<file path="config.mk">
export PLATFORM = sky130hd
export DESIGN_NAME = sobel_stream_ctrl
export DESIGN_NICKNAME = d
export VERILOG_FILES = /design/src/rtl/edge_pkg.sv /design/src/rtl/raster_counter.sv /design/src/rtl/sobel_stream_ctrl.sv
export SDC_FILE = /design/constraint.sdc
export NUM_CORES = 1
export LEC_CHECK = 0
export ABC_CLOCK_PERIOD_IN_PS = 3300
export BUFFER_PORTS_ARGS = -buffer_cell sky130_fd_sc_hd__buf_2
export CORE_MARGIN = 1.5
export CORE_UTILIZATION = 56
export CTS_BUF_LIST = sky130_fd_sc_hd__clkbuf_16
export CTS_CLUSTER_SIZE = 10
export DETAILED_ROUTE_END_ITERATION = 16
export GPL_ROUTABILITY_DRIVEN = 0
export PLACE_DENSITY = 0.77
export SLEW_MARGIN = 5
export SYNTH_ARGS = -nofsm -noshare
export SYNTH_HDL_FRONTEND = slang
export SYNTH_SLANG_ARGS = --single-unit
</file>
<file path="constraint.sdc">
create_clock -name clock -period 3.3 [get_ports clock]
set_input_delay 0.33 -clock clock [delete_from_list [all_inputs] [get_ports clock]]
set_output_delay 0.33 -clock clock [all_outputs]
set_load 0.02 [all_outputs]
</file>
<file path="src/rtl/edge_pkg.sv">
// Shared types and defaults for the edge-detection pipeline.
package edge_pkg;

  localparam int DEF_WIDTH  = 720;
  localparam int DEF_HEIGHT = 540;

  typedef logic [7:0] pix_t;

  typedef enum logic [1:0] {
    FILL  = 2'd0,
    RUN   = 2'd1,
    FLUSH = 2'd2
  } state_t;

endpackage

</file>
<file path="src/rtl/raster_counter.sv">
// Row/column raster position with wrap at the frame end and a last-pixel flag.
// Latency 0 (registered position, combinational flag); advances only on i_inc.
module raster_counter
  import edge_pkg::*;
#(
  parameter int WIDTH  = DEF_WIDTH,
  parameter int HEIGHT = DEF_HEIGHT,
  parameter int CW     = $clog2(WIDTH),
  parameter int RW     = $clog2(HEIGHT)
) (
  input  logic          clock,
  input  logic          reset,
  input  logic          i_clr,
  input  logic          i_inc,
  output logic [RW-1:0] o_row,
  output logic [CW-1:0] o_col,
  output logic          o_last
);

  localparam logic [CW-1:0] LAST_C = CW'(WIDTH - 1);
  localparam logic [RW-1:0] LAST_R = RW'(HEIGHT - 1);

  logic [RW-1:0] r_row;
  logic [CW-1:0] r_col;
  logic          w_last_col;

  assign w_last_col = (r_col == LAST_C);

  always_ff @(posedge clock or negedge reset) begin
    if (!reset) begin
      r_row <= '0;
      r_col <= '0;
    end else if (i_clr) begin
      r_row <= '0;
      r_col <= '0;
    end else if (i_inc) begin
      if (w_last_col) begin
        r_col <= '0;
        r_row <= (r_row == LAST_R) ? '0 : r_row + 1'b1;
      end else begin
        r_col <= r_col + 1'b1;
      end
    end
  end

  assign o_row  = r_row;
  assign o_col  = r_col;
  assign o_last = w_last_col && (r_row == LAST_R);

endmodule

</file>
<file path="src/rtl/sobel_stream_ctrl.sv">
// Sobel stage sequencer: pops gray pixels, drives window shift, emits WIDTH*HEIGHT results per frame.
// Optional SOBEL_CTRL_STATS_EN adds frame_count/stall_count; a full output FIFO freezes the window.
module sobel_stream_ctrl
  import edge_pkg::*;
#(
  parameter int WIDTH  = DEF_WIDTH,
  parameter int HEIGHT = DEF_HEIGHT,
  parameter int CW     = $clog2(WIDTH)
) (
  input  logic          clock,
  input  logic          reset,
  input  logic          in_empty,
  output logic          in_rd_en,
  input  pix_t          in_dout,
  output logic          shift_en,
  output pix_t          shift_px,
  output logic [CW-1:0] lb_addr,
  input  pix_t          sobel_mag,
  input  logic          out_full,
  output logic          out_wr_en,
  output pix_t          out_din,
  output logic          frame_done
`ifdef SOBEL_CTRL_STATS_EN
  ,
  output logic [31:0]   frame_count,
  output logic [31:0]   stall_count
`endif
);

  localparam int RW = $clog2(HEIGHT);
  localparam logic [CW-1:0] LAST_C = CW'(WIDTH - 1);
  localparam logic [RW-1:0] LAST_R = RW'(HEIGHT - 1);

  state_t        r_state;
  logic          r_pend;
  logic          r_frame_done;

  logic [RW-1:0] w_in_row;
  logic [CW-1:0] w_in_col;
  logic          w_in_last;
  logic [RW-1:0] w_out_row;
  logic [CW-1:0] w_out_col;
  logic          w_out_last;

  logic          w_slot;
  logic          w_emit;
  logic          w_adv;
  logic          w_in_at_w;
  logic          w_flush_end;
  logic          w_border;
  logic          w_frame_end;

  assign w_slot = !r_pend || !out_full;
  assign w_emit = r_pend && !out_full;

  // Input position k==WIDTH is the (WIDTH+1)th advance; k==WIDTH+1 after the wrap ends the flush.
  assign w_in_at_w   = (w_in_row == RW'(1)) && (w_in_col == '0);
  assign w_flush_end = (w_in_row == RW'(1)) && (w_in_col == CW'(1));

  always_comb begin
    w_adv = 1'b0;
    unique case (r_state)
      FILL:    w_adv = !in_empty;
      RUN:     w_adv = !in_empty && w_slot;
      FLUSH:   w_adv = w_slot && !w_flush_end;
      default: w_adv = 1'b0;
    endcase
    // Keep the FIFO and datapath quiet while reset is held.
    w_adv = w_adv && reset;
  end

  assign w_border    = (w_out_row == '0) || (w_out_row == LAST_R) ||
                       (w_out_col == '0) || (w_out_col == LAST_C);
  assign w_frame_end = w_emit && w_out_last && (r_state == FLUSH);

  assign in_rd_en   = w_adv && (r_state != FLUSH);
  assign shift_en   = w_adv;
  assign shift_px   = (r_state == FLUSH) ? '0 : in_dout;
  assign lb_addr    = w_in_col;
  assign out_wr_en  = w_emit;
  assign out_din    = (r_pend && !w_border) ? sobel_mag : '0;
  assign frame_done = r_frame_done;

  raster_counter #(.WIDTH(WIDTH), .HEIGHT(HEIGHT)) u_in_pos (
    .clock  (clock),
    .reset  (reset),
    .i_clr  (w_frame_end),
    .i_inc  (w_adv),
    .o_row  (w_in_row),
    .o_col  (w_in_col),
    .o_last (w_in_last)
  );

  raster_counter #(.WIDTH(WIDTH), .HEIGHT(HEIGHT)) u_out_pos (
    .clock  (clock),
    .reset  (reset),
    .i_clr  (w_frame_end),
    .i_inc  (w_emit),
    .o_row  (w_out_row),
    .o_col  (w_out_col),
    .o_last (w_out_last)
  );

  always_ff @(posedge clock or negedge reset) begin
    if (!reset) begin
      r_state      <= FILL;
      r_pend       <= 1'b0;
      r_frame_done <= 1'b0;
    end else begin
      r_frame_done <= w_frame_end;
      if (w_adv && (r_state != FILL)) begin
        r_pend <= 1'b1;
      end else if (w_emit) begin
        r_pend <= 1'b0;
      end
      unique case (r_state)
        FILL:    if (w_adv && w_in_at_w) r_state <= RUN;
        RUN:     if (w_adv && w_in_last) r_state <= FLUSH;
        FLUSH:   if (w_frame_end) r_state <= FILL;
        default: r_state <= FILL;
      endcase
    end
  end

`ifdef SOBEL_CTRL_STATS_EN
  logic [31:0] r_frame_count;
  logic [31:0] r_stall_count;

  always_ff @(posedge clock or negedge reset) begin
    if (!reset) begin
      r_frame_count <= '0;
      r_stall_count <= '0;
    end else begin
      if (w_frame_end) begin
        r_frame_count <= r_frame_count + 32'd1;
        r_stall_count <= '0;
      end else if (r_pend && out_full) begin
        r_stall_count <= r_stall_count + 32'd1;
      end
    end
  end

  assign frame_count = r_frame_count;
  assign stall_count = r_stall_count;
`endif

endmodule

</file>
=== After elaboration in Yosys (flattened, before gate mapping) ===
Index checks and enable logic that the tools add are counted.

* Bits in registers: 44
* Bits in latches: 0
* Bits in writable memories: 0
* Bits in read-only memories: 0
* Logic and storage cells: 83
* Memories: 0

* $add $sub $neg: 4
* $mul: 0
* Div/mod/pow operators: 0
* Order comparisons: 0
* Equality and inequality tests: 12
* Shift-type cells: 0
* Muxes and demuxes: 23
* Bitwise operators: 0
* Reductions and logical operators: 37

{| class="wikitable"
|+ Operator list
! cell !! number
|-
| $mux W10 || 14
|-
| $add A10 B1 Y10 const B || 4
|-
| $eq A10 B10 Y1 const B || 4
|-
| $logic_not A10 Y1 || 3
|-
| $eq A10 B1 Y1 const B || 2
|-
| $mux W8 || 2
|-
| $logic_and A1 B1 Y1 || 15
|-
| $reduce_bool A2 Y1 || 6
|-
| $ne A2 B2 Y1 const B || 4
|-
| $mux W2 || 3
|-
| $pmux W2 S3 || 1
|-
| $logic_not A1 Y1 || 5
|-
| $logic_or A1 B1 Y1 || 4
|-
| $reduce_and A2 Y1 || 2
|-
| $pmux W1 S3 || 1
|-
| $reduce_and A3 Y1 || 1
|-
| $eq A2 B1 Y1 const B || 1
|-
| $eq A2 B2 Y1 const B || 1
|-
| $logic_not A2 Y1 || 1
|-
| $mux W1 || 2
|}

=== Longest topological paths before layout ===
Gate-level depths: netlist of run 1.

* Depth in word-level cells: 9
* Gate-level depth with buffers: 9

=== Modules after synthesis ===
A second synthesis of run 1 with hierarchy kept.

* Cells, all modules: 309
* Area, all modules: 2,822.7 um2

{| class="wikitable"
|+ Modules (own cells, without submodules)
! module !! instances !! cells an instance !! area each (um2) !! seq. area each (um2)
|-
| raster_counter || 2 || 118 || 1,134.8 || 500.5
|-
| sobel_stream_ctrl || 1 || 73 || 553.0 || 100.1
|}

=== Worst setup path before layout of run 1 ===
No wires, ideal clock.

* Kind: register -> register
* Start: reg r_state[0]
* End: reg r_state[0]
* Setup time: 0.127 ns
* Arrival time: 2.310 ns
* Data required time: 3.173 ns
* Setup slack: 0.863 ns
* Cell stages (with the launch flop): 8
* Path buffers: 0
* Clock period less this slack: 2.437 ns
* Cells stage by stage: dfrtp_1 > inv_1 > ha_1 > a21boi_1 > o2111ai_2 > or4_1 > a221o_1 > mux2_1

* Cells in the longest elaborated chain, start to end: 6
* Elaborated cells between the ends (all ways): 13
* Classes of those cells: eq/ne: 5; mux: 2; reduce/logical: 6

{| class="wikitable"
|+ Ends and longest elaborated chain
! element !! RTL line !! text
|-
| from (decl) || sobel_stream_ctrl.sv:34 || <nowiki>state_t r_state;</nowiki>
|-
| from (signal assigned) || sobel_stream_ctrl.sv:106 || <nowiki>r_state <= FILL;</nowiki>
|-
| from (signal assigned) || sobel_stream_ctrl.sv:117 || <nowiki>FILL: if (w_adv && w_in_at_w) r_state <= RUN;</nowiki>
|-
| from (signal assigned) || sobel_stream_ctrl.sv:118 || <nowiki>RUN: if (w_adv && w_in_last) r_state <= FLUSH;</nowiki>
|-
| $eq A2 B2 Y1, or another cell as far along || sobel_stream_ctrl.sv:62, sobel_stream_ctrl.sv:74, sobel_stream_ctrl.sv:116 ||
|-
| $pmux W1 S3 || sobel_stream_ctrl.sv:62 || <nowiki>unique case (r_state)</nowiki>
|-
| $logic_and A1 B1 Y1 || sobel_stream_ctrl.sv:69 || <nowiki>w_adv = w_adv && reset;</nowiki>
|-
| $logic_and A1 B1 Y1, on equally long branches || sobel_stream_ctrl.sv:118, sobel_stream_ctrl.sv:117 ||
|-
| $ne A2 B2 Y1 (no line) || - ||
|-
| $reduce_and A3 Y1 (no line) || - ||
|}

Parallel ways exist; a longest one is shown, timed or not.
A chain may end at the register's enable or synchronous reset.

=== Final worst setup path of run 1 ===
* Start: reg r_state[0]
* End: reg r_state[1]

Same word-level chain as after synthesis.

==> results_dict.tcl, run 1 <==
set metrics [dict create \
    synth_xor_area_share_pct 4.83 \
    start_util_pct 58.0 \
    placementRows 25 \
    clock_path_buffers 2 \
    yosysTopAreaCell "dfrtp_1" \
    async_reset_ff_share_pct 100 \
    synth.net_count 332 \
    dieWidth_microns 72.7 \
    synth-simple-area-share_pct 31.3 \
    cts_tree "done" \
    wl_microns 5830 \
    clk_pin_slew_ns 0.06 \
    dieHeight_microns 72.7 \
    synthAdderAreaFrac_pct 6.89 \
    hold_path.class "in -> async" \
    synth_edf_count 0 \
    whs_ns 0.218 \
    fin_crit_ns 2.81 \
    antenna_found_initial 0 \
    area_growth_pct 16.5 \
    synth_top_family_by_area "simple AND/OR/NAND/NOR gates" \
    slowest_delay_ns 0.58 \
    worstSetupPathType "reg -> reg" \
    holdBufCountCts 0 \
    final_cell_mix "buf_2 (49), dfrtp_1 (44), nand2_1 (28), o21ai_0 (23), nor2_1 (20)" \
    grtUsageTotal_pct 23.8 \
    fin_crit_sh_pct 85.3 \
    cp_top_family "simple AND/OR/NAND/NOR gates" \
    place_inst 396 \
    finalClockSkew_ns 0.00584 \
    report.final.slew_viol_count 0 \
    r2r-start "r_state[0]" \
    dieArea_sq_um 5290 \
    final_common_cell "buf_2" \
    ir_drop_mv 0.321 \
    endpoint_kind "register" \
    muxShareOfSynthArea_pct 2.07 \
    synthesis.area_sq_um 2720 \
    grt_max_degree 45 \
    num_vias 2362 \
    cp-startpoint "r_state[0]" \
    status "finished, final reports clean" \
    rsz0062_at_grt "false" \
    cts-root-buf "clkbuf_16" \
    fp.coreArea_sq_um 4690 \
    cap_violations 0 \
    antenna_cells 0 \
    slew_headroom_pct 46.4 \
    synth_seq_cells 44 \
    nets 384 \
    drtAntennaViolNets 0 \
    worstPathArrival_ns 2.97 \
    viasPerCell 5.85 \
    grt_pass1_wl_microns 9880 \
    firstDrtPassIters 5 \
    synth_flop_cell "dfrtp_1" \
    fmax_mhz 355 \
    synth_seq_area_share_pct 40.4 \
    synth_top_cell_area_share_pct 40.4 \
    crit_fanout 14 \
    r2r_slack_ns 0.49 \
    grt_overflow_total 0 \
    cts-buffers-inserted 5 \
    seq_area_sq_um 1100 \
    power_density_nw_per_um2 407 \
    synth_compound_area_share_pct 11.2 \
    path_buf_inv 1 \
    grt_pass1_vias 2157 \
    synth.distinct_cells 46 \
    multi_input_area_sq_um 1530 \
    hpwlAfterDp_microns 4200 \
    h-tree-depth 2 \
    setup_tns_ns 0 \
    clk_latency_ns 0.28 \
    worst_slew_pin_slew_ns 0.797 \
    hold_violations 0 \
    crit_slowest_cell "or4_1" \
    setup_violations 0 \
    numPortBuffers 49 \
    synthCells 297 \
    boundaryPins 50 \
    drive_above_1_share_pct 21.4 \
    drc 0 \
    cts_setup_buffers 0 \
    worstSetupStartpointType "register" \
    post_drt_wl_per_cell_microns 14.4 \
    ys_warn_count 0 \
    final-instance-count-excl-fill 404 \
    cts.sinks 44 \
    worstPathCellList "inv_1 > ha_1 > nand2b_1 > o2111ai_2 > or4_1 > a221o_1 > mux2_1" \
    p_leak_uw 0.00150 \
    synth_area_per_cell_sq_um 9.17 \
    ys_top_cells_by_area "dfrtp_1 (40%), ha_1 (6.9%), o21ai_0 (4.2%), nand2_1 (3.9%), a21oi_1 (3.1%)" \
    required_ns 3.46 \
    drt-initial-drc-count 97 \
    post_cts_resized 0 \
    fillers 377 \
]
[metal layers]
metal	wire [microns]	global-route usage, %
met2	2950	40.8
met3	186	4.42
met4	82	7.76
met1	2610	30.4
met5	0	0
[per-stage QoR]
| stage | power [uW] | setup slack (ns) | instance area [sq um] | utilization (%) |
|---|---|---|---|---|
| after global placement | 824 | 0.640 | 3030 | 64.6 |
| final | 1290 | 0.486 | 3170 | 67.6 |
| after CTS | 1300 | 0.486 | 3170 | 67.6 |
| after detailed placement | 826 | 0.479 | 3030 | 64.6 |
| after floorplan | 745 | 0.863 | 2720 | - |
| after global routing | 1350 | 0.246 | 3170 | 67.6 |
[where the power goes]
part,switching (uW),internal [uW]
sequential,42.1,568
clock,199,275
combinational,126,81.0
[final timing paths]
check	to	depth (start not counted)
hold reg to reg	u_out_pos.o_row[7]	1
hold / removal	u_out_pos.o_col[5]	2
setup / recovery	r_state[1]	7
max in group asynchronous	u_in_pos.o_col[5]	2
min in group clock	r_pend	3
setup reg to reg	r_state[1]	7
[worst reg2reg max path: stages (launching register included)]
cell	delay, ns
dfrtp_1	0.43
inv_1	0.14
ha_1	0.44
nand2b_1	0.20
o2111ai_2	0.19
or4_1	0.59
a221o_1	0.40
mux2_1	0.32
[sequential cells by signal, summed over array words and instances (netlist names)]
register         count
u_out_pos.o_row     10
u_in_pos.o_col      10
u_in_pos.o_row      10
frame_done           1
r_pend               1
u_out_pos.o_col     10
r_state              2
[cell families after synthesis]
group                      after synthesis
and+or+nand+nor                        143
xor gates and xnor gates                15
AOI/OAI and AO/OA                       52
DFF                                     44
adders and majority gates               15
buffers and inverters                   23
muxes                                    5
[cell usage after synthesis, types with 2 or more instances]
master,count
nor4_1,4
nor2_1,20
o21ai_0,23
nor3_1,5
and4_1,6
clkbuf_1,6
buf_2,2
a21boi_1,2
xnor2_1,7
nand4_1,9
and2b_1,2
inv_1,15
and3_1,7
ha_1,15
nand2b_1,5
or4_1,5
xor2_1,8
or4b_2,3
nor4_4,2
and2_1,9
nor2b_1,9
or3_1,6
dfrtp_1,44
nand2_1,28
mux2_1,2
nand3_1,13
mux2_2,3
a31oi_1,3
a21oi_1,17
[area by class of cell]
cell class                 instances  share of cell area (%)
sequential                        44                    34.7
clock buffer                       5                    3.94
timing repair buffer              53                    8.68
inverter                          15                    1.77
multi-input combinational        230                    48.3
clock inverter                     3                   0.473
tap                               54                    2.13
(Power assumes the default switching activity.)
==> run 2, diff against run 1 <==
Settings changed: ABC_AREA set to 1, CORE_UTILIZATION 56 to 57, PLACE_DENSITY 0.77 to 0.78.
==> results_dict.tcl, run 2 <==
set metrics [dict create \
    seq_area_sq_um 1100 \
    cap_violations 0 \
    fillers 448 \
    boundaryPins 50 \
    power_density_nw_per_um2 578 \
    synthesis.area_sq_um 3020 \
    ys_warn_count 0 \
    cts_setup_buffers 0 \
    worstPathArrival_ns 2.08 \
    slew_headroom_pct 41.2 \
    clk_latency_ns 0.29 \
    final_cell_mix "nand2_1 (68), inv_1 (60), buf_2 (49), nor2_1 (48), dfrtp_1 (44)" \
    nets 488 \
    hold_path.class "in -> async" \
    crit_fanout 8 \
    dieWidth_microns 75.8 \
    switching_share_pct 41.6 \
    setup_violations 0 \
    ir_drop_mv 0.420 \
    grt_max_degree 45 \
    rsz0062_at_grt "false" \
    synth_flop_cell "dfrtp_1" \
    status "finished, final reports clean" \
    antenna_found_initial 0 \
    ff2ff_path_depth 10 \
    worst_slew_pin_slew_ns 0.868 \
    place_inst 516 \
    start_util_pct 59.2 \
    r2r-end "u_in_pos.o_row[0]" \
    hpwlAfterDp_microns 4880 \
    viasPerCell 5.24 \
    synth_seq_area_share_pct 36.4 \
    grt_pass1_wl_microns 10700 \
    wl_microns 6470 \
    antenna_cells 0 \
    power.switching_uw 833 \
    grt_pass1_vias 2506 \
    drive_above_1_share_pct 19.6 \
    hold_violations 0 \
    cts.sinks 44 \
    crit_slowest_cell "o311ai_1" \
    synth_edf_count 0 \
    required_ns 2.97 \
    firstDrtPassIters 4 \
    final_common_cell "nand2_1" \
    endpoint "out_din[7]" \
    p_int_uw 1170 \
    r2r-start "u_out_pos.o_row[0]" \
    endpoint_kind "output port" \
    drt-initial-drc-count 107 \
    busiest_layer "met2" \
    fin_crit_sh_pct 73.2 \
    slowest_delay_ns 0.77 \
    clk_pin_slew_ns 0.06 \
    fp.coreArea_sq_um 5110 \
    clock_path_buffers 2 \
    numPortBuffers 49 \
    post_drt_wl_per_cell_microns 12.4 \
    setup_tns_ns 0 \
    synth_seq_cells 44 \
    area_growth_pct 14.6 \
    placementRows 26 \
    synth.most_common_cell "nand2_1" \
    worstSetupPathType "reg -> out" \
    pwr-share-comb_pct 38.9 \
    p_seq_share_pct 37.8 \
    p_leak_uw 0.00175 \
    worstSetupStartpointType "register" \
    cp-startpoint "u_out_pos.o_col[0]" \
    grt_overflow_total 0 \
    synth_area_per_cell_sq_um 7.54 \
    synth.net_count 436 \
    synthTopCellsByCount "nand2_1 (68), inv_1 (60), nor2_1 (48)" \
    grtUsageTotal_pct 24.6 \
    dieArea_sq_um 5750 \
    multi_input_area_sq_um 1630 \
    pwr-share-clk_pct 23.3 \
    cts_tree "done" \
    drc 0 \
    yosysTopAreaCell "dfrtp_1" \
    synth_top_cell_area_share_pct 36.4 \
    final-instance-count-excl-fill 523 \
    grtUsageMet2_pct 44.2 \
    met1_usage_pct 28.7 \
    r2r_slack_ns 1.23 \
    h-tree-depth 2 \
    drtAntennaViolNets 0 \
    cts-root-buf "clkbuf_16" \
    async_reset_ff_share_pct 100 \
    synth.distinct_cells 37 \
    synthCells 401 \
    finalClockSkew_ns 0.00418 \
    fin_crit_ns 2.41 \
    worstPathCellList "inv_1 > ha_1 > nand3_1 > o311ai_1 > nor3b_1 > buf_2" \
    cts-buffers-inserted 5 \
    holdBufCountCts 0 \
    met3_usage_pct 5.16 \
    report.final.slew_viol_count 0 \
    dieHeight_microns 75.8 \
    num_vias 2742 \
    ys_top_cells_by_area "dfrtp_1 (36%), nand2_1 (8.4%), inv_1 (7.4%), nand3_1 (6.3%), ha_1 (6.2%)" \
    post_cts_resized 0 \
    fmax_mhz 414 \
]
==> run 2: cell count changes in the layout (fill, tap and decap cells not counted), moves of 7 or more <==
cell | previous run | this run
nor2_1 | 20 | 48
nor3b_1 | 1 | 9
nand3_1 | 13 | 38
a21oi_1 | 17 | 10
o21ai_2 | 0 | 10
inv_1 | 16 | 60
nand2_1 | 28 | 68
and2_1 | 9 | 0
nor2b_1 | 9 | 0
and3_1 | 7 | 0
==> run 2: metal layers <==
layer / routed length (microns) / up-vias
li1: - / 1412
met5: 0 / -
met4: 81 / 0
met3: 295 / 5
met1: 2800 / 1256
met2: 3300 / 69
==> run 2: worst max-delay path, delay by kind of cell (launching register included) <==
family | cells | cell delay (ns)
buffers and inverters | 2 | 0.30
adder cells (fa/ha/maj) | 1 | 0.14
AO/OA/AOI/OAI | 1 | 0.77
AND/OR/NAND/NOR | 2 | 0.19
flip-flops | 1 | 0.40
==> run 2: cell type report <==
class                           instances  area share [%]
Clock inverter                          2           0.217
Clock buffer                            5            3.61
Multi-Input combinational cell        285            47.1
Timing Repair Buffer                   52            7.72
Sequential cell                        44            31.8
Inverter                               65            7.04
Tap cell                               70            2.53
==> run 2: worst min path at each step <==
stage          slack, ns                 end
2_1_floorplan       0.03          frame_done
3_3_place_gp        0.48  u_out_pos.o_col[5]
3_5_place_dp        0.48  u_out_pos.o_col[5]
4_1_cts             0.17  u_out_pos.o_col[9]
5_1_grt             0.20  u_out_pos.o_col[3]
6_report            0.15  u_out_pos.o_col[5]
==> run 2: per-stage QoR <==
step | hold slack [ns] | worst slack [ns] | power (uW) | utilization [%] | cell area, sq um
floorplan | 0.0344 | 1.24 | 1310 | - | 3020
CTS | 0.171 | 0.894 | 2020 | 67.9 | 3470
global placement | 0.478 | 1.28 | 1510 | 65.3 | 3330
detailed placement | 0.481 | 1.21 | 1540 | 65.3 | 3330
finish | 0.147 | 0.886 | 2000 | 67.9 | 3470
global route | 0.202 | 0.702 | 2160 | 67.9 | 3470
==> run 2: power groups by stage <==
stage               registers (uW)  clock network (uW)  logic (uW)
floorplan                      782                   0         528
global placement               759                   0         751
detailed placement             765                   0         771
CTS                            756                 479         782
global route                   776                 496         890
finish                         757                 467         779
==> run 2: cells by family after synthesis <==
kind of cell               synth area share (%)
AOI/OAI and AO/OA                          10.1
xor gates and xnor gates                   3.19
adders and majority gates                  6.21
buffers and inverters                      9.56
DFF                                        36.4
and+or+nand+nor                            34.5
